### src/rtl/lib_sched_pkg.sv
// Shared types and helpers for the round-robin FIFO scheduler.
package lib_sched_pkg;

    typedef enum logic {
        ST_IDLE  = 1'b0,
        ST_SERVE = 1'b1
    } state_e;

    localparam int unsigned STAT_W = 16;

    // Supports up to 32 requesters; callers slice the low N bits.
    function automatic logic [31:0] onehot(input int unsigned idx);
        logic [31:0] v;
        v = '0;
        v[idx[4:0]] = 1'b1;
        return v;
    endfunction

endpackage

### src/rtl/lib_rr_pick.sv
// Combinational rotating-priority picker: first set request at or above i_ptr, modulo N.
module lib_rr_pick #(
    parameter int unsigned N  = 4,
    parameter int unsigned IW = 2
) (
    input  logic [N-1:0]  i_req,
    input  logic [IW-1:0] i_ptr,
    output logic [IW-1:0] o_idx,
    output logic          o_any
);

    int unsigned cand;

    always_comb begin
        o_idx = '0;
        o_any = 1'b0;
        cand  = 0;
        for (int unsigned i = 0; i < N; i++) begin
            cand = (32'(i_ptr) + i) % N;
            if (!o_any && i_req[cand[IW-1:0]]) begin
                o_idx = cand[IW-1:0];
                o_any = 1'b1;
            end
        end
    end

endmodule

### src/rtl/lib_fifo_rr_sched.sv
// Round-robin scheduler popping N input FIFOs into one registered output stage with bursts.
// Optional per-requester pop counters when LIB_SCHED_STATS_EN is defined.
module lib_fifo_rr_sched
    import lib_sched_pkg::*;
#(
    parameter int unsigned N     = 4,
    parameter int unsigned WIDTH = 4,
    parameter int unsigned BURST = 2
) (
    input  logic               clk,
    input  logic               reset,
    input  logic [N*WIDTH-1:0] i_data,
    input  logic [N-1:0]       i_data_val,
    output logic [N-1:0]       o_en,
    output logic [WIDTH-1:0]   o_data,
    output logic               o_data_val,
    input  logic               i_en,
    output logic [N-1:0]       o_grant
`ifdef LIB_SCHED_STATS_EN
    ,
    output logic [N*STAT_W-1:0] o_grant_cnt
`endif
);

    localparam int unsigned IW = $clog2(N);
    localparam int unsigned BW = $clog2(BURST + 1);

    state_e           state_q, state_d;
    logic [WIDTH-1:0] data_q, data_d;
    logic             val_q, val_d;
    logic [N-1:0]     grant_q, grant_d;
    logic [IW-1:0]    gidx_q, gidx_d;
    logic [IW-1:0]    ptr_q, ptr_d;
    logic [BW-1:0]    bcnt_q, bcnt_d;

    logic [IW-1:0] pick_idx;
    logic          pick_any;
    logic [IW-1:0] sel;
    logic [31:0]   sel_oh;
    logic [31:0]   pick_oh;
    logic          load;
    logic          keep;
    logic          pop;

    lib_rr_pick #(
        .N  (N),
        .IW (IW)
    ) u_pick (
        .i_req (i_data_val),
        .i_ptr (ptr_q),
        .o_idx (pick_idx),
        .o_any (pick_any)
    );

    always_comb begin
        load    = (state_q == ST_IDLE) || i_en;
        // Stay on the current grant only while it has data and burst budget remains.
        keep    = (state_q == ST_SERVE) && i_data_val[gidx_q] && (bcnt_q < BW'(BURST));
        pop     = !reset && load && (keep || pick_any);
        sel     = keep ? gidx_q : pick_idx;
        sel_oh  = onehot(32'(sel));
        pick_oh = onehot(32'(pick_idx));
        o_en    = pop ? sel_oh[N-1:0] : '0;

        state_d = state_q;
        data_d  = data_q;
        val_d   = val_q;
        grant_d = grant_q;
        gidx_d  = gidx_q;
        ptr_d   = ptr_q;
        bcnt_d  = bcnt_q;

        if (load) begin
            if (keep) begin
                data_d = i_data[32'(sel)*WIDTH +: WIDTH];
                bcnt_d = bcnt_q + BW'(1);
            end else if (pick_any) begin
                data_d  = i_data[32'(pick_idx)*WIDTH +: WIDTH];
                val_d   = 1'b1;
                grant_d = pick_oh[N-1:0];
                gidx_d  = pick_idx;
                bcnt_d  = BW'(1);
                state_d = ST_SERVE;
                if (pick_idx == IW'(N - 1)) begin
                    ptr_d = '0;
                end else begin
                    ptr_d = pick_idx + IW'(1);
                end
            end else begin
                val_d   = 1'b0;
                grant_d = '0;
                state_d = ST_IDLE;
            end
        end
    end

    always_ff @(posedge clk) begin
        if (reset) begin
            state_q <= ST_IDLE;
            data_q  <= '0;
            val_q   <= 1'b0;
            grant_q <= '0;
            gidx_q  <= '0;
            ptr_q   <= '0;
            bcnt_q  <= '0;
        end else begin
            state_q <= state_d;
            data_q  <= data_d;
            val_q   <= val_d;
            grant_q <= grant_d;
            gidx_q  <= gidx_d;
            ptr_q   <= ptr_d;
            bcnt_q  <= bcnt_d;
        end
    end

    assign o_data     = data_q;
    assign o_data_val = val_q;
    assign o_grant    = grant_q;

`ifdef LIB_SCHED_STATS_EN
    logic [N*STAT_W-1:0] cnt_q, cnt_d;

    always_comb begin
        cnt_d = cnt_q;
        for (int unsigned i = 0; i < N; i++) begin
            if (o_en[i] && (cnt_q[i*STAT_W +: STAT_W] != {STAT_W{1'b1}})) begin
                cnt_d[i*STAT_W +: STAT_W] = cnt_q[i*STAT_W +: STAT_W] + STAT_W'(1);
            end
        end
    end

    always_ff @(posedge clk) begin
        if (reset) begin
            cnt_q <= '0;
        end else begin
            cnt_q <= cnt_d;
        end
    end

    assign o_grant_cnt = cnt_q;
`endif

endmodule

### config.mk
export PLATFORM = sky130hd
export DESIGN_NAME = lib_fifo_rr_sched
export DESIGN_NICKNAME = d
export VERILOG_FILES = /design/src/rtl/lib_sched_pkg.sv /design/src/rtl/lib_rr_pick.sv /design/src/rtl/lib_fifo_rr_sched.sv
export SDC_FILE = /design/constraint.sdc
export NUM_CORES = 1
export LEC_CHECK = 0
export BUFFER_PORTS_ARGS = -buffer_cell sky130_fd_sc_hd__buf_2
export CAP_MARGIN = 40
export CORE_AREA = 5 5 55 57
export CTS_BUF_LIST = sky130_fd_sc_hd__clkbuf_4
export CTS_CLUSTER_SIZE = 25
export DETAILED_ROUTE_END_ITERATION = 10
export DIE_AREA = 0 0 60 62
export PLACE_DENSITY = 0.76
export SLEW_MARGIN = 5
export SYNTH_ARGS = -nofsm -noshare
export SYNTH_HDL_FRONTEND = slang
export SYNTH_SLANG_ARGS = --single-unit
### constraint.sdc
create_clock -name clk -period 3.3 [get_ports clk]
set_clock_uncertainty 0.2 [all_clocks]
set_input_delay 0.66 -clock clk [delete_from_list [all_inputs] [get_ports clk]]
set_output_delay 0.66 -clock clk [all_outputs]
set_load 0.1 [all_outputs]
==> results by group, run 1 <==
Synthesis
  • Syn avg cell area: 9.52 um^2
  • Share of the synthesized area in the top cell type: 0.290
  • Post-synthesis cell type count: 35
  • Syn Std Cell Area: 0.00104 mm^2
  • Most common cell in the netlist: mux2i_1
  • Synth area leader: dfxtp_1
  • Synth Flop Type: dfxtp_1
  • Seq cells post-synth: 15
  • Largest cells by area after synthesis: dfxtp_1, mux2i_1, nor2_1
  • Synth cell count leaders: mux2i_1, nor2_1, dfxtp_1, nor2b_1
  • YS warnings: 0
  • Register area share after synthesis: 0.290
  • Async SR Flop Fraction: 0
  • Post-synth EDFFs: 0
  • Post-Syn Instances: 109
  • Syn_nets: 136

Pwr
  • PwrDens: 516 mW/mm^2
  • Sequential power share: 0.327
  • Pleak: between 0.0006 and 0.0007 uW
  • Internal power: approximately 370 uW
  • Psw: 320 uW
  • Clock power frac: 0.164
  • Combinational Power Share: 0.509
  • Sw frac: 0.461
  • VDD IR max: between 0.2 and 0.3 mV

Hold path
  • Hold Path Origin: bcnt_q[0]$_SDFFE_PP0P_
  • Hold Path End: bcnt_q[0]$_SDFFE_PP0P_
  • Hold path cells: 1
  • HP Class: reg -> reg

Place
  • Detailed placement HPWL: 2120 um
  • Number of buffers added on ports: 35
  • Placer Congestion: 0.806

GRT
  • Largest net degree at the start of global routing: 15
  • GRT Total Usage: 0.148
  • Global-route wire length before repair: just over 4000 um
  • Number of global-route vias before repair: roughly 950
  • Initial antenna violation count: 0
  • Gr ovfl total: 0

Floorplanning
  • Placeable Area: 0.00243 mm^2
  • Die X: 60 um
  • Die area: 0.00372 mm^2
  • Initial core utilization: 0.426
  • Row cnt: 18
  • Io pins: 36
  • Chip Height: 62 um

Clock network
  • CTS tree: yes
  • Clock slew at reported path FFs: about 0.090 ns
  • Num CTS Buffers: 3
  • Post_cts resized: 0
  • # Post-CTS Setup Buffers: 0
  • Post-CTS Hold Buffers: 0
  • CTS Buffer Depth: 2
  • Worst-Skew Late Latency: 0.28 ns
  • Root buf cell: clkbuf_4
  • CTS H-tree depth: 1
  • Clock Sinks: 15

Setup path
  • Delay of the slowest cell on the worst path: 0.40 ns
  • Crit end category: primary output
  • Setup crit start kind: primary input
  • WS Path Type: in -> out
  • Crit path DAT: between 2 and 2.5 ns
  • Flop2flop setup slack: 1.09 ns
  • R2r startpoint: ptr_q[1]$_SDFFE_PP0P_
  • WP data required: about 2.4 ns
  • Critical path fanouts, max: 8
  • Reg2reg end: o_grant[0]$_SDFFE_PP0P_
  • CP Cell Sequence: buf_2 -> nor2b_1 -> a311oi_2 -> o31ai_1 -> a211o_1 -> nor2b_2 -> buf_12
  • R2R cell count: 8
  • Critical-path top delay cell: a211o_1

Timing
  • Tcrit/Tclk final: 0.935
  • Hold Violations, Final: 0
  • Clock period minus worst slack: 3.09 ns
  • Slew Viols, Final: 0
  • TNS Setup: 0 ns
  • Slew margin rel.: 0.673
  • Slew @ Worst Pin: 0.493 ns
  • Fmax: 324 MHz
  • Unrepaired setup endpoints after global routing: no
  • Setup violators final: 0

Detailed routing
  • Post-route DRC violation count: 0
  • Antenna-violating nets left: 0
  • Iteration-0 DRC Markers: 53
  • Routed WL: 2510 um
  • DR vias: 924
  • Vias per cell: between 5 and 6
  • First-pass iteration count of the detailed router: 4
  • Routed WL per cell: approximately 14 um

Final layout
  • Share of layout cells above drive strength 1: 0.405
  • Fill count: 235
  • Area growth syn-to-layout: 29.8%
  • Area occupied by multi-input gates: around 700 um^2
  • Post-layout util: 0.553
  • N_diodes: 0
  • FF+latch area: 302 um^2
  • Final Net Count: about 180

Run status
  • Outcome: completed

Job
  • Max Cap Violations: 0
[metrics by stage]
step,worst slack [ns],instance area (um^2),hold slack [ns],instances,power [uW]
2_1_floorplan,0.0460,1050,0.233,109,502
3_3_place_gp,0.272,1320,0.244,174,577
3_5_place_dp,0.224,1320,0.252,174,586
4_1_cts,0.217,1350,0.270,178,702
5_1_grt,0.0983,1350,0.288,178,737
6_report,0.214,1350,0.272,178,695
[layer usage]
metal	vias to the layer above	global-route usage	part of all wire
met3	4	0.0227	0.038
met2	21	0.259	0.54
met1	432	0.176	0.41
met5	-	0	0
li1	467	-	-
met4	0	0.0696	0.012
[sequential cells by signal, indices dropped and copies added, names as in the netlist]
name / flops
o_data: 4
o_grant: 4
ptr_q: 2
gidx_q: 2
o_data_val: 1
bcnt_q: 2
[cells by family (layout without fill, tap and decap cells)]
kind of cell             after synthesis  count (layout)  share of synthesized area
AND/OR/NAND/NOR                       42              42                      0.221
buffers and inverters                  9              48                     0.0483
adder cells (fa/ha/maj)                4               4                     0.0483
multiplexers                          20              20                      0.206
AO/OA/AOI/OAI                         19              19                      0.187
flip-flops                            15              15                      0.290
[layout make-up]
class | instances | area share
clock buffer | 4 | 0.0223
timing repair buffer | 38 | 0.191
sequential | 15 | 0.224
multi-input combinational | 85 | 0.518
inverter | 6 | 0.0167
tap | 30 | 0.0279
[how the worst max path moves through the flow]
| stage | startpoint | to | slack (ns) | cells after the start |
|---|---|---|---|---|
| final | i_data_val[2] | o_en[1] | 0.21 | 7 |
| after global routing | i_data_val[2] | o_en[1] | 0.1 | 7 |
| after CTS | i_data_val[2] | o_en[1] | 0.22 | 7 |
| after detailed placement | i_data_val[2] | o_en[1] | 0.22 | 7 |
| after global placement | i_data_val[2] | o_en[1] | 0.27 | 7 |
| after floorplan | i_data_val[2] | o_en[1] | 0.05 | 5 |
[worst max-delay path, delay by kind of cell]
kind / cells / cell delay, ns
AOI/OAI and AO/OA: 3 / 0.87
buffers and inverters: 2 / 0.35
and+or+nand+nor: 2 / 0.35
[power groups by stage]
stage               clock (uW)  sequential, uW  combinational (uW)
finish                     114             227                 354
detailed placement           0             231                 355
global placement             0             229                 348
CTS                        119             227                 356
floorplan                    0             327                 175
global route               129             230                 377
[layout by cell type (no fill, tap or decap), types with 2 or more instances in the layout]
cell type  instances
nor2_2             2
a21oi_1            3
inv_1              5
nor2b_2            2
nand3_1            2
o221ai_1           4
nand2_1            5
buf_12             4
mux2i_1           18
clkbuf_4           4
dfxtp_1           14
nor2b_1            7
nand2b_1           3
buf_4              3
ha_1               4
buf_2             31
or2b_1             2
nor2_1            14
Power figures use the tool's default switching activity.
==> run 2, diff against run 1 <==
- CORE_AREA: 5 5 55 57 -> 2 2 52 54
- DIE_AREA: 0 0 60 62 -> 0 0 54 56
- PLACE_DENSITY: 0.76 -> 0.79
- clock period: 3.3 -> 2.7 ns (I/O delays scaled with it)
==> run 2 against run 1 <==
  * Global-route usage is 3.8 points higher
  * Die area is 19% lower
  * Core utilization is 7.4 points higher
  * Cell count is 7.3% higher
  * Hold slack better by 0.0040 ns
  * Sequential cell count stayed put
  * Critical path type unchanged
  * Critical path depth stayed put
  * First-iteration DRC count is 85% lower
  * Critical endpoint unchanged
  * Design area is 13% higher
  * Non-clock buffer count is 13 higher
==> results by group, run 2 (synthesis results as in run 1) <==
Setup path
  • Flop2flop setup slack: 0.57 ns
  • Crit path DAT: about 1.9 ns
  • Reg2reg end: o_data[2]$_SDFFE_PP0P_
  • R2r startpoint: ptr_q[1]$_SDFFE_PP0P_
  • Critical path fanouts, max: 4
  • WS Path Type: in -> out
  • Crit end category: primary output
  • WP data required: 1.96 ns
  • Setup crit start kind: primary input
  • R2R cell count: 8

Floorplanning
  • Die X: 54 um
  • Io pins: 36
  • Die area: 0.00302 mm^2
  • Initial core utilization: 0.426
  • Row cnt: 18
  • Chip Height: 56 um
  • Placeable Area: roughly 0.0024 mm^2

Final layout
  • Commonest non-fill, non-tap cells in the layout: buf_2, mux2i_1, buf_4
  • Final Net Count: roughly 190
  • Area growth syn-to-layout: 47.0%
  • N_diodes: 0
  • Post-route cell area: 0.00153 mm^2
  • Fill count: between 150 and 200
  • Share of layout cells above drive strength 1: 0.516
  • Most common cell after layout, fill and taps aside: buf_2

Detailed routing
  • Routed WL per cell: 13.8 um
  • First-pass iteration count of the detailed router: 4
  • DR vias: 987
  • Post-route DRC violation count: 0
  • Antenna-violating nets left: 0
  • Routed WL: 2640 um
  • Vias per cell: 5.17
  • Iteration-0 DRC Markers: 8

Clock network
  • CTS Buffer Depth: 2
  • Clock slew at reported path FFs: 0.10 ns
  • Num CTS Buffers: 3
  • Post-CTS Hold Buffers: 0
  • CTS tree: yes
  • Worst-Skew Late Latency: 0.29 ns
  • Root buf cell: clkbuf_4
  • CTS H-tree depth: 1
  • Clock Sinks: 15

Run status
  • Outcome: completed

GRT
  • Initial antenna violation count: 0
  • Gr ovfl total: 0
  • GRT Total Usage: 0.185
  • Largest net degree at the start of global routing: 15
  • Global-route wire length before repair: 4340 um
  • Number of global-route vias before repair: 1033

Hold path
  • HP Class: reg -> reg
  • Hold Path End: bcnt_q[0]$_SDFFE_PP0P_
  • Hold path cells: 1
  • Hold Path Origin: bcnt_q[0]$_SDFFE_PP0P_

Timing
  • Slew margin rel.: 0.677
  • Hold Violations, Final: 0
  • Final worst setup slack: 0.0201 ns
  • Fmax: 373 MHz
  • Clock period minus worst slack: 2.68 ns
  • Tcrit/Tclk final: 0.993
  • Setup violators final: 0
  • Slew Viols, Final: 0
  • TNS Setup: 0 ns
  • Slew @ Worst Pin: just under 0.5 ns
  • Unrepaired setup endpoints after global routing: yes

Pwr
  • Sequential power share: 0.305
  • Sw frac: 0.461
  • VDD IR max: roughly 0.38 mV
  • Psw: 418 uW
  • Combinational Power Share: 0.546
  • Internal power: between 400 and 500 uW
  • PwrDens: ~590 mW/mm^2
  • Clock power frac: 0.149
  • Pleak: 0.000702 uW

Place
  • Placed Area: between 0.001 and 0.0015 mm^2
  • Placer Congestion: 0.801
  • Number of buffers added on ports: 35
  • Pre-CTS worst setup slack: -0.0260 ns
  • Detailed placement HPWL: between 1500 and 2000 um

Job
  • Max Cap Violations: 0
run 2: routing by layer:
layer / global-route usage / part of all wire
met1: 0.235 / 0.44
met2: 0.308 / 0.51
met3: 0.0215 / 0.031
met4: 0.0750 / 0.015
met5: 0 / 0
run 2: critical path, cell delays in order:
cell	delay [ns]
buf_2	0.11
or2b_1	0.24
a21oi_2	0.21
o31ai_2	0.11
a211o_1	0.39
nor2b_4	0.16
buf_12	0.18
run 2: worst max-delay path by stage:
stage | from | to | slack, ns | depth (start not counted)
2_1_floorplan | i_data_val[0] | o_en[1] | 0.002 | 5
3_3_place_gp | i_data_val[2] | o_en[1] | 0.04 | 7
3_5_place_dp | i_data_val[2] | o_en[1] | -0.03 | 7
4_1_cts | i_data_val[2] | o_en[1] | 0.005 | 7
5_1_grt | ptr_q[0]$_SDFFE_PP0P_ | o_en[1] | -0.05 | 6
6_report | i_data_val[0] | o_en[1] | 0.02 | 7
run 2: final cells by class:
type | count | area (um^2) | area share
repair buffers | 51 | 358 | 0.235
well taps | 30 | 37.5 | 0.0246
flip-flops and latches | 15 | 317 | 0.208
clock buffers | 3 | 22.5 | 0.0148
multi-input cells | 85 | 763 | 0.500
inverters | 6 | 22.5 | 0.0148
clock inverters | 1 | 5.00 | 0.00328
run 2: through the flow:
step / instances / utilization / power (uW) / hold slack (ns)
2_1_floorplan: 109 / - / 622 / 0.233
3_3_place_gp: 182 / 0.575 / 730 / 0.244
3_5_place_dp: 182 / 0.575 / 739 / 0.258
4_1_cts: 187 / 0.602 / 885 / 0.276
5_1_grt: 191 / 0.627 / 950 / 0.307
6_report: 191 / 0.627 / 906 / 0.276
run 2: timing repair:
item / 4_1_cts / 5_1_grt
endpoints found under the hold margin: 0 / 0
gates resized for setup: 7 / 9
setup endpoints to repair: 4 / 4
pin swaps: 4 / 2
setup buffers: 1 / 4
run 2: power by group through the flow:
stage	registers [uW]	clock network [uW]	logic (uW)
detailed placement	281	0	458
global placement	279	0	451
floorplan	400	0	223
global route	279	145	525
finish	276	135	495
CTS	277	136	471
